[src/rtl/switch_debounce_if.sv]
// Switch debounce signal bundle: raw levels in, debounced levels, edge pulses and change flag out.
// The slave modport is the debouncer; the master modport is whoever drives the raw switches.
interface switch_debounce_if #(
    parameter int WIDTH = 8
);
    logic [WIDTH-1:0] sw_raw;
    logic [WIDTH-1:0] sw_stable;
    logic [WIDTH-1:0] sw_rise;
    logic [WIDTH-1:0] sw_fall;
    logic             chg_flag;
    logic             chg_clr;

    modport master (
        output sw_raw,
        output chg_clr,
        input  sw_stable,
        input  sw_rise,
        input  sw_fall,
        input  chg_flag
    );

    modport slave (
        input  sw_raw,
        input  chg_clr,
        output sw_stable,
        output sw_rise,
        output sw_fall,
        output chg_flag
    );
endinterface

[src/rtl/switch_debounce.sv]
// Per-bit switch debouncer: 2-flop synchronizer, then a change is accepted after DEBOUNCE_CYCLES stable cycles.
// Latency raw->stable is 1+DEBOUNCE_CYCLES edges after first capture; no backpressure, outputs all registered.
module switch_debounce #(
    parameter int WIDTH           = 8,
    parameter int DEBOUNCE_CYCLES = 50000,
    parameter int CNT_W           = 16
) (
    input  logic           HCLK,
    input  logic           HRESETn,
    switch_debounce_if.slave sw
);
    localparam logic [CNT_W-1:0] CNT_MAX = CNT_W'(DEBOUNCE_CYCLES - 1);

    logic [WIDTH-1:0] s1_q, s1_d;
    logic [WIDTH-1:0] s2_q, s2_d;
    logic [WIDTH-1:0] stable_q, stable_d;
    logic [WIDTH-1:0] rise_q, rise_d;
    logic [WIDTH-1:0] fall_q, fall_d;
    logic [CNT_W-1:0] cnt_q [WIDTH];
    logic [CNT_W-1:0] cnt_d [WIDTH];
    logic             flag_q, flag_d;

    always_comb begin
        s1_d     = sw.sw_raw;
        s2_d     = s1_q;
        stable_d = stable_q;
        rise_d   = '0;
        fall_d   = '0;
        for (int i = 0; i < WIDTH; i++) begin
            cnt_d[i] = '0;
            // Counter only runs while the synchronized level disagrees; any agreement restarts it.
            if (s2_q[i] != stable_q[i]) begin
                if (cnt_q[i] == CNT_MAX) begin
                    stable_d[i] = s2_q[i];
                    rise_d[i]   = s2_q[i];
                    fall_d[i]   = ~s2_q[i];
                end else begin
                    cnt_d[i] = cnt_q[i] + CNT_W'(1);
                end
            end
        end
        // Set wins over a simultaneous clear so a change is never lost.
        flag_d = (|(rise_d | fall_d)) | (flag_q & ~sw.chg_clr);
    end

    always_ff @(posedge HCLK or negedge HRESETn) begin
        if (!HRESETn) begin
            s1_q     <= '0;
            s2_q     <= '0;
            stable_q <= '0;
            rise_q   <= '0;
            fall_q   <= '0;
            flag_q   <= 1'b0;
            for (int i = 0; i < WIDTH; i++) begin
                cnt_q[i] <= '0;
            end
        end else begin
            s1_q     <= s1_d;
            s2_q     <= s2_d;
            stable_q <= stable_d;
            rise_q   <= rise_d;
            fall_q   <= fall_d;
            flag_q   <= flag_d;
            for (int i = 0; i < WIDTH; i++) begin
                cnt_q[i] <= cnt_d[i];
            end
        end
    end

    assign sw.sw_stable = stable_q;
    assign sw.sw_rise   = rise_q;
    assign sw.sw_fall   = fall_q;
    assign sw.chg_flag  = flag_q;
endmodule

[src/flat_wrapper.sv]
// flat-port wrapper written by rule: the top's interface ports become plain ports
module switch_debounce_flat 
#(
    parameter int WIDTH           = 8,
    parameter int DEBOUNCE_CYCLES = 50000,
    parameter int CNT_W           = 16
)
  (HCLK, HRESETn, sw_sw_raw, sw_chg_clr, sw_sw_stable, sw_sw_rise, sw_sw_fall, sw_chg_flag);
  switch_debounce_if #(.WIDTH(WIDTH)) sw_i ();
  input  logic HCLK;
  input  logic HRESETn;
  input wire logic [$bits(sw_i.sw_raw)-1:0] sw_sw_raw;
  input wire logic [$bits(sw_i.chg_clr)-1:0] sw_chg_clr;
  output wire logic [$bits(sw_i.sw_stable)-1:0] sw_sw_stable;
  output wire logic [$bits(sw_i.sw_rise)-1:0] sw_sw_rise;
  output wire logic [$bits(sw_i.sw_fall)-1:0] sw_sw_fall;
  output wire logic [$bits(sw_i.chg_flag)-1:0] sw_chg_flag;
  assign sw_i.sw_raw = sw_sw_raw;
  assign sw_i.chg_clr = sw_chg_clr;
  assign sw_sw_stable = sw_i.sw_stable;
  assign sw_sw_rise = sw_i.sw_rise;
  assign sw_sw_fall = sw_i.sw_fall;
  assign sw_chg_flag = sw_i.chg_flag;
  switch_debounce #(.WIDTH(WIDTH), .DEBOUNCE_CYCLES(DEBOUNCE_CYCLES), .CNT_W(CNT_W)) u_core (.HCLK(HCLK), .HRESETn(HRESETn), .sw(sw_i));
endmodule
[config.mk]
export PLATFORM = sky130hd
export DESIGN_NAME = switch_debounce_flat
export DESIGN_NICKNAME = d
export VERILOG_FILES = /design/src/rtl/switch_debounce_if.sv /design/src/rtl/switch_debounce.sv /design/src/flat_wrapper.sv
export SDC_FILE = /design/constraint.sdc
export NUM_CORES = 1
export LEC_CHECK = 0
export BUFFER_PORTS_ARGS = -buffer_cell sky130_fd_sc_hd__buf_4
export CAP_MARGIN = 20
export CORE_MARGIN = 5
export CORE_UTILIZATION = 36
export CTS_CLUSTER_SIZE = 40
export DETAILED_ROUTE_END_ITERATION = 6
export GPL_TIMING_DRIVEN = 0
export PLACE_DENSITY = 0.62
export SLEW_MARGIN = 10
export SYNTH_ARGS = -nofsm -noshare
export SYNTH_HDL_FRONTEND = slang
export SYNTH_SLANG_ARGS = --single-unit
[constraint.sdc]
create_clock -name HCLK -period 1.85 [get_ports HCLK]
set_input_delay 0 -clock HCLK [delete_from_list [all_inputs] [get_ports HCLK]]
set_output_delay 0 -clock HCLK [all_outputs]
set_load 0.02 [all_outputs]
==> Word level (Yosys, flattened, before mapping) <==
Cells that the tools add are included.
{ "op_classes": {"bitwise_logic": 12, "n_mux": 48, "eq_ne": 16, "n_reduce_logical": 9, "n_addsub": 8} }
{ "ops": {"columns": ["operator", "n"], "rows": [
  ["$mux 16", 16],
  ["$add 16x1->16 const B", 8],
  ["$eq 16x16->1 const B", 8],
  ["$mux 1", 32],
  ["$reduce_and 2->1", 8],
  ["$not 1->1", 9],
  ["$ne 1x1->1", 8],
  ["$or 8x8->8", 1],
  ["$reduce_or 8->1", 1],
  ["$and 1x1->1", 1],
  ["$or 1x1->1", 1]
]} }
{ "word_totals": {"word_cells": 114, "output_inout_bits": 25, "reg_bits": 169} }

==> Logic depth before layout (Yosys ltp) <==
Gate-level depths: netlist (run 1).
{ "depth": {"word_depth": 6, "depth_mapped": 7, "ltp_nobuf": 6} }

==> Least setup slack after synthesis (run 1) <==
Ideal clock, no wire load.
{ "synth_path": {"path_kind": "register to register", "startpoint": "register u_core.cnt_q[32] (netlist name)", "endpoint": "register u_core.flag_q (netlist: u_core.sw.chg_flag)", "t_arrival_ns": 1.479, "slack_ns": 0.241, "synth_period_minus_slack_ns": 1.609, "path_stages_with_launch": 8, "path_buffers": 1, "cell_sequence": "dfrtp_1 ha_1 and3_1 clkbuf_1 nand4_1 o22ai_1 nor4_1 nand3_1"} }
{ "synth_between": {"elab_chain_len": 6, "elab_cells_between_ends": 8, "cone_classes": "eq/ne: 1; mux: 4; bitwise: 2; reduce/logical: 1"} }
{ "synth_lines": {"columns": ["item", "line_no", "rtl"], "rows": [
  ["start: declaration", "switch_debounce.sv:19", "logic [CNT_W-1:0] cnt_q [WIDTH];"],
  ["start signal: indexed assignment", "switch_debounce.sv:65", "cnt_q[i] <= cnt_d[i];"],
  ["$eq 16x16->1 *", "switch_debounce.sv:33", "if (cnt_q[i] == CNT_MAX) begin"],
  ["$mux 1", "switch_debounce.sv:33", null],
  ["$mux 1", "switch_debounce.sv:32", "if (s2_q[i] != stable_q[i]) begin"],
  ["$or 8x8->8 *", "switch_debounce.sv:43", "flag_d = (|(rise_d | fall_d)) | (flag_q & ~sw.chg_clr);"],
  ["$reduce_or 8->1 *", "switch_debounce.sv:43", null],
  ["$or 1x1->1 *", "switch_debounce.sv:43", null],
  ["named net u_core.flag_d", "switch_debounce.sv:21", "logic flag_q, flag_d;"],
  ["end signal: assignment", "switch_debounce.sv:63", "flag_q <= flag_d;"],
  ["end: declaration", "switch_debounce.sv:21", null]
]} }
The timed path passes the listed nets; every way through them passes the cells marked *.
A chain may end at the register's enable or synchronous reset.

==> Worst setup path in the final report (run 1) <==
{ "layout_path": {"startpoint": "register u_core.cnt_q[4] (netlist name)", "endpoint": "register u_core.flag_q (netlist: u_core.sw.chg_flag)"} }
The elaborated chain is that of the path after synthesis.

==> out/results.ini, run 1 <==
[logic_synthesis]
synthCells = 680
avgSynthCellArea_um2 = 11.0
synth-main-ff-cell = dfrtp_1
ys_types = 37
async_flop_share = 1.00
synth_area_leaders = dfrtp_1, xor2_1, nor2_1
synth_area_leader_cell = dfrtp_1
syn-cell-area_um2 = 7510
synthesis.nets = 699
synth_edf_count = 0
ys_seq_elements = 169
synth_warnings = 0
synth_top_cell_area_share = 0.563
yosysSeqAreaShare = 0.563

[worst_setup_path]
cp_slowest_cell = o22ai_1
worstPathRequired_ps = 2210
cpPeakStageDelay_ps = 480
crit_fanout = 6
crit_type = reg -> reg
worstPathCellList = nor4bb_1, nand4_1, o22ai_1, nor4_4, nand3_1
critPathTopFamily = simple AND/OR/NAND/NOR gates
start_kind = flop
crit_path_end_kind = flop
path_buf_inv = 0
crit_arrival_ps = 2160

[timing]
timing.final.crit_share = 0.973
maxSlewViolCount = 0
fin_skew_ps = 9.95
setup_violations = 0
slew_headroom = 0.602
hold_viol = 0
worstMarginPinSlew_ps = 597
rsz0062_at_grt = yes
fin_setup_tns_ps = 0
max_freq_mhz = 556
post-route-min-period_ps = 1800
timing.hold.ws_ps = 91.0

[clock_network]
clk_pin_slew_ps = 70
htree_levels = 4
cts_root_buffer = clkbuf_16
cts_sinks = 169
cts_buffer_depth = 2
clk-insertion-delay-late_ps = 430
numCtsBuffers = 17
cts_tree = done

[routing]
routed_wl_mm = 13.6
drt_iter0_drc = 281
vias = 4919
vias_per_cell = 4.72
antenna_left = 0
drc_errors = 0
first_pass_iters = 4
route.detailed.wl_per_inst_um = 13.0

[floorplanning]
io_pins = 36
coreArea_um2 = 20400
die_width_um = 154
start_util = 0.369
die_y_um = 154
placementRows = 52
fp.dieArea_um2 = 23800

[global_route]
grt_start_max_net_pins = 111
grt.overflow.total = 0
grt_pass1_vias = 5036
antenna_found_initial = 0
grt_usage = 0.122
grt_pass1_wl_mm = 23.8

[placed_design]
io_buffers = 35
dp.cells = 986
dpl-instance-area_um2 = 8140
gp_congestion = 0.754
dp_hpwl_mm = 8.79

[power_and_ir_drop]
powerDensity_nw_per_um2 = 855
leakage_nw = 4.00
ir_worst_vdd_v = 0.000540

[cells_and_area]
regArea_um2 = 4230
final_cell_mix = dfrtp_1, nor2_1, xor2_1
syn_to_final_growth_pct = 20.2
post-route-cell-area_um2 = 9030
nFillCells = 1881
utilization = 0.443
nets = 779
diodes = 0
drive_above_1_share = 0.164
stdcell_count = 1043
layout_commonest_cell = dfrtp_1
multiInputGateArea_um2 = 3230

[worst_hold_path]
min-delay-path-class = in -> async

[status]
status = completed

[run]
drv_cap = 0

[worst reg2reg max path, cell delays in order, from the launching register on]
cell and delay, ps:
dfrtp_1 440, nor4bb_1 340, nand4_1 340, o22ai_1 480, nor4_4 70, nand3_1 70
[logic make-up (layout without fill, tap and decap cells)]
family / after synthesis / count (layout) / share of synthesized area
and+or+nand+nor: 345 / 345 / 0.247
DFF: 169 / 169 / 0.563
xor gates and xnor gates: 120 / 120 / 0.140
AOI/OAI and AO/OA: 15 / 15 / 0.0105
buffers and inverters: 15 / 108 / 0.0140
adders and majority gates: 8 / 8 / 0.0133
muxes: 8 / 8 / 0.0120
[metrics by stage]
step,worst slack (ps),total power [mW]
after global placement,-246,4.12
after floorplan,241,3.99
after detailed placement,-210,4.13
after CTS,-46.9,7.83
final,50.7,7.72
after global routing,-70.6,8.04
[report_power, final]
| part | switching (mW) | internal, mW |
|---|---|---|
| clock | 1.48 | 2.15 |
| combinational | 0.163 | 0.111 |
| sequential | 0.0533 | 3.76 |
| total | 1.70 | 6.02 |
[layout make-up]
type / count / share of cell area
Tap cell: 270 / 0.0374
Sequential cell: 169 / 0.469
Buffer: 8 / 0.00873
Clock buffer: 21 / 0.0532
Inverter: 6 / 0.00250
Clock inverter: 11 / 0.0147
Timing Repair Buffer: 62 / 0.0574
Multi-Input combinational cell: 496 / 0.357
[layer usage]
layer,share of wire,track usage,vias up
met3,0.039,0.0386,14
li1,-,-,2483
met2,0.45,0.185,60
met1,0.49,0.163,2362
met4,0.016,0.0454,0
met5,0,0,-
[repair_timing]
item,CTS,global route
cloned,0,0
hold buffers,10,0
pin swaps,2,10
setup endpoints to repair,11,79
endpoints found under the hold margin,68,0
setup buffers,4,12
resized for setup,2,10
[cells in the mapped netlist, types with 6 or more instances]
cell and instances:
xor2_1 67, inv_1 6, nor4b_1 8, nand3_1 42, nor3_1 7, nor2_1 131
and3_1 33, nor3b_1 16, dfrtp_1 169, a21oi_1 6, mux2_2 8, nand2_1 33
xnor2_1 53, nand4_1 27, ha_1 8, or3_1 6, o21ai_0 6, nor4bb_1 11
[final timing paths]
check / end / slack, ps / startpoint / cells past startpoint
max: u_core.sw.chg_flag / 50 / u_core.cnt_q[4] / 5
min: u_core.cnt_q[101] / 90 / HRESETn / 2
max reg2reg: u_core.sw.chg_flag / 50 / u_core.cnt_q[4] / 5
min reg2reg: u_core.s2_q[0] / 350 / u_core.s1_q[0] / 0
max in group asynchronous: u_core.cnt_q[79] / 840 / HRESETn / 3
min in group HCLK: u_core.s1_q[5] / 210 / sw_sw_raw[5] / 2
[registers in the layout, indices dropped and copies added (netlist names)]
name / flops
u_core.sw.sw_fall: 8
u_core.sw.sw_stable: 8
u_core.s1_q: 8
u_core.s2_q: 8
u_core.cnt_q: 128
u_core.sw.chg_flag: 1
u_core.sw.sw_rise: 8
Power figures use the tool's default switching activity.
==> run 2: changes to the inputs <==
--- a/config.mk
+++ b/config.mk
@@ -7,6 +7,7 @@
 export LEC_CHECK = 0
 export BUFFER_PORTS_ARGS = -buffer_cell sky130_fd_sc_hd__buf_4
 export CAP_MARGIN = 20
+export CORE_ASPECT_RATIO = 1.5
 export CORE_MARGIN = 5
 export CORE_UTILIZATION = 36
 export CTS_CLUSTER_SIZE = 40
==> out/results.ini, run 2 (same netlist as run 1, synthesis figures left out) <==
[cells_and_area]
largest_reg_flops = 128  ; unchanged
syn_to_final_growth_pct = 19.5
layout_commonest_cell = dfrtp_1
nFillCells = 2012  ; +7.0%
post-route-cell-area_um2 = 8970  ; -0.64%
final_cell_mix = dfrtp_1, nor2_1, xor2_1
regMostFlops = u_core.cnt_q
diodes = 0  ; unchanged
nets = 776  ; -0.39%
utilization = 0.438  ; -0.00573
drive_above_1_share = 0.164  ; -0.000659

[clock_network]
htree_levels = 4  ; unchanged
clk_pin_slew_ps = 70  ; about the same
clk-insertion-delay-late_ps = 420  ; about the same
numCtsBuffers = 17  ; unchanged
cts_buffer_depth = 2  ; unchanged
cts_tree = done
cts_root_buffer = clkbuf_16
cts_sinks = 169  ; unchanged

[routing]
first_pass_iters = 4  ; unchanged
route.detailed.wl_per_inst_um = 13.3  ; +2.1%
antenna_left = 0  ; unchanged
routed_wl_mm = 13.7  ; +1.2%
vias = 4977  ; +1.2%
vias_per_cell = 4.81  ; +2.1%
drt_iter0_drc = 217  ; -23%
drc_errors = 0  ; unchanged

[worst_setup_path]
cp_slowest_cell = dfrtp_1
rrSetupSlack_ps = 90  ; +40 ps
crit_type = reg -> reg
cpPeakStageDelay_ps = 400  ; -80 ps
r2r_start = u_core.cnt_q[32]
start_kind = flop
worstPathRequired_ps = 2140  ; -70 ps
timing.rr.end = u_core.sw.chg_flag
worstPathCellList = ha_2, and3_4, nand4_1, buf_4, o22ai_2, nor4_4, nand3_1
crit_arrival_ps = 2060  ; -100 ps
crit_fanout = 5  ; -1
crit_path_end_kind = flop
r2r_cells = 7  ; +2

[power_and_ir_drop]
powerDensity_nw_per_um2 = 831  ; -2.8%
p_total_mw = 7.45  ; -3.4%
leakage_nw = 3.97  ; -0.90%
ir_worst_vdd_v = 0.000479  ; -11%

[global_route]
globalRouteMet1Util = 0.155  ; -0.00771
antenna_found_initial = 0  ; unchanged
grt_pass1_vias = 5098  ; +1.2%
busiest_layer = met2
use_met3 = 0.0291  ; -0.00942
grt_usage = 0.121  ; -0.000548
grt.overflow.total = 0  ; unchanged
grt_pass1_wl_mm = 23.9  ; +0.35%
grtUsageMet2 = 0.198  ; +0.0130
grt_start_max_net_pins = 86  ; -23%

[timing]
setup_ws_ps = 87.5  ; +36.9 ps
maxSlewViolCount = 0  ; unchanged
hold_viol = 0  ; unchanged
slew_headroom = 0.574  ; -0.0286
worstMarginPinSlew_ps = 640  ; +42.9 ps
max_freq_mhz = 567  ; +2.1%
post-route-min-period_ps = 1760  ; -36.9 ps
rsz0062_at_grt = yes
timing.hold.ws_ps = 182  ; +90.8 ps
timing.final.crit_share = 0.953  ; -0.0199
fin_skew_ps = 11.5  ; +1.53 ps
setup_violations = 0  ; unchanged

[floorplanning]
die_y_um = 187  ; +21%
coreArea_um2 = 20500  ; +0.66%
io_pins = 36  ; unchanged
fp.dieArea_um2 = 23900  ; +0.25%
start_util = 0.366  ; -0.00243
die_width_um = 128  ; -17%
placementRows = 64  ; +23%

[placed_design]
io_buffers = 35  ; unchanged
gp_congestion = 0.750  ; -0.52%
dp_hpwl_mm = 9.22  ; +4.8%
dpl-instance-area_um2 = 8140  ; about the same
pre_cts_slack_ps = -222  ; -12.3 ps

[worst_hold_path]
min-delay-path-class = in -> async

[run]
drv_cap = 0  ; unchanged

[status]
status = completed

## run 2: changes by cell type in the layout (fill, tap and decap cells not counted), sizes merged
cell      previous run  this run
clkinv               3         6
clkinvlp             2         4
inv                 10         9
clkbuf              21        18
buf                 60        57
bufinv               2         1
## run 2: cell type report
type | instances | area [µm²] | share of cell area
plain buffers | 8 | 78.8 | 0.00879
clock buffers | 18 | 439 | 0.0490
multi-input cells | 496 | 3250 | 0.362
repair buffers | 59 | 495 | 0.0552
inverters | 6 | 22.5 | 0.00251
well taps | 264 | 330 | 0.0368
clock inverters | 14 | 124 | 0.0138
flip-flops and latches | 169 | 4230 | 0.472
## run 2: where the power goes
group / switching [mW] / internal [mW]
clock network: 1.48 / 1.89
registers: 0.0544 / 3.76
logic: 0.162 / 0.106
## run 2: timing repair
action / CTS / global route
setup buffers: 8 / 5
pin swaps: 4 / 8
resized for setup: 4 / 11
hold endpoints to repair: 93 / 0
setup endpoints to repair: 22 / 70
hold buffers: 10 / 0
## run 2: worst max path at each step
stage | from | endpoint | slack, ps | depth (start not counted)
5_1_grt | u_core.cnt_q[32] | u_core.sw.chg_flag | -10 | 7
6_report | u_core.cnt_q[32] | u_core.sw.chg_flag | 90 | 7
3_5_place_dp | u_core.cnt_q[80] | u_core.sw.chg_flag | -220 | 6
3_3_place_gp | HRESETn | u_core.cnt_q[89] | -260 | 1
4_1_cts | u_core.cnt_q[80] | u_core.sw.chg_flag | 10 | 6
2_1_floorplan | u_core.cnt_q[32] | u_core.sw.chg_flag | 240 | 7
## run 2: worst max-delay path, delay by kind of cell (launching register included)
family                   cells  cell delay, ps
AND/OR/NAND/NOR              4             810
flip-flops                   1             400
adder cells (fa/ha/maj)      1             200
buffers and inverters        1             140
AO/OA/AOI/OAI                1              80
## run 2: metal layers
metal,wire [µm],part of all wire
met5,0,0
met2,6770,0.49
met3,356,0.026
met1,6310,0.46
met4,276,0.020
## run 2: stage by stage
step	TNS (ps)	cells
2_1_floorplan	0	680
3_3_place_gp	-41060	979
3_5_place_dp	-222	980
4_1_cts	0	1029
5_1_grt	-14.6	1034
6_report	0	1034
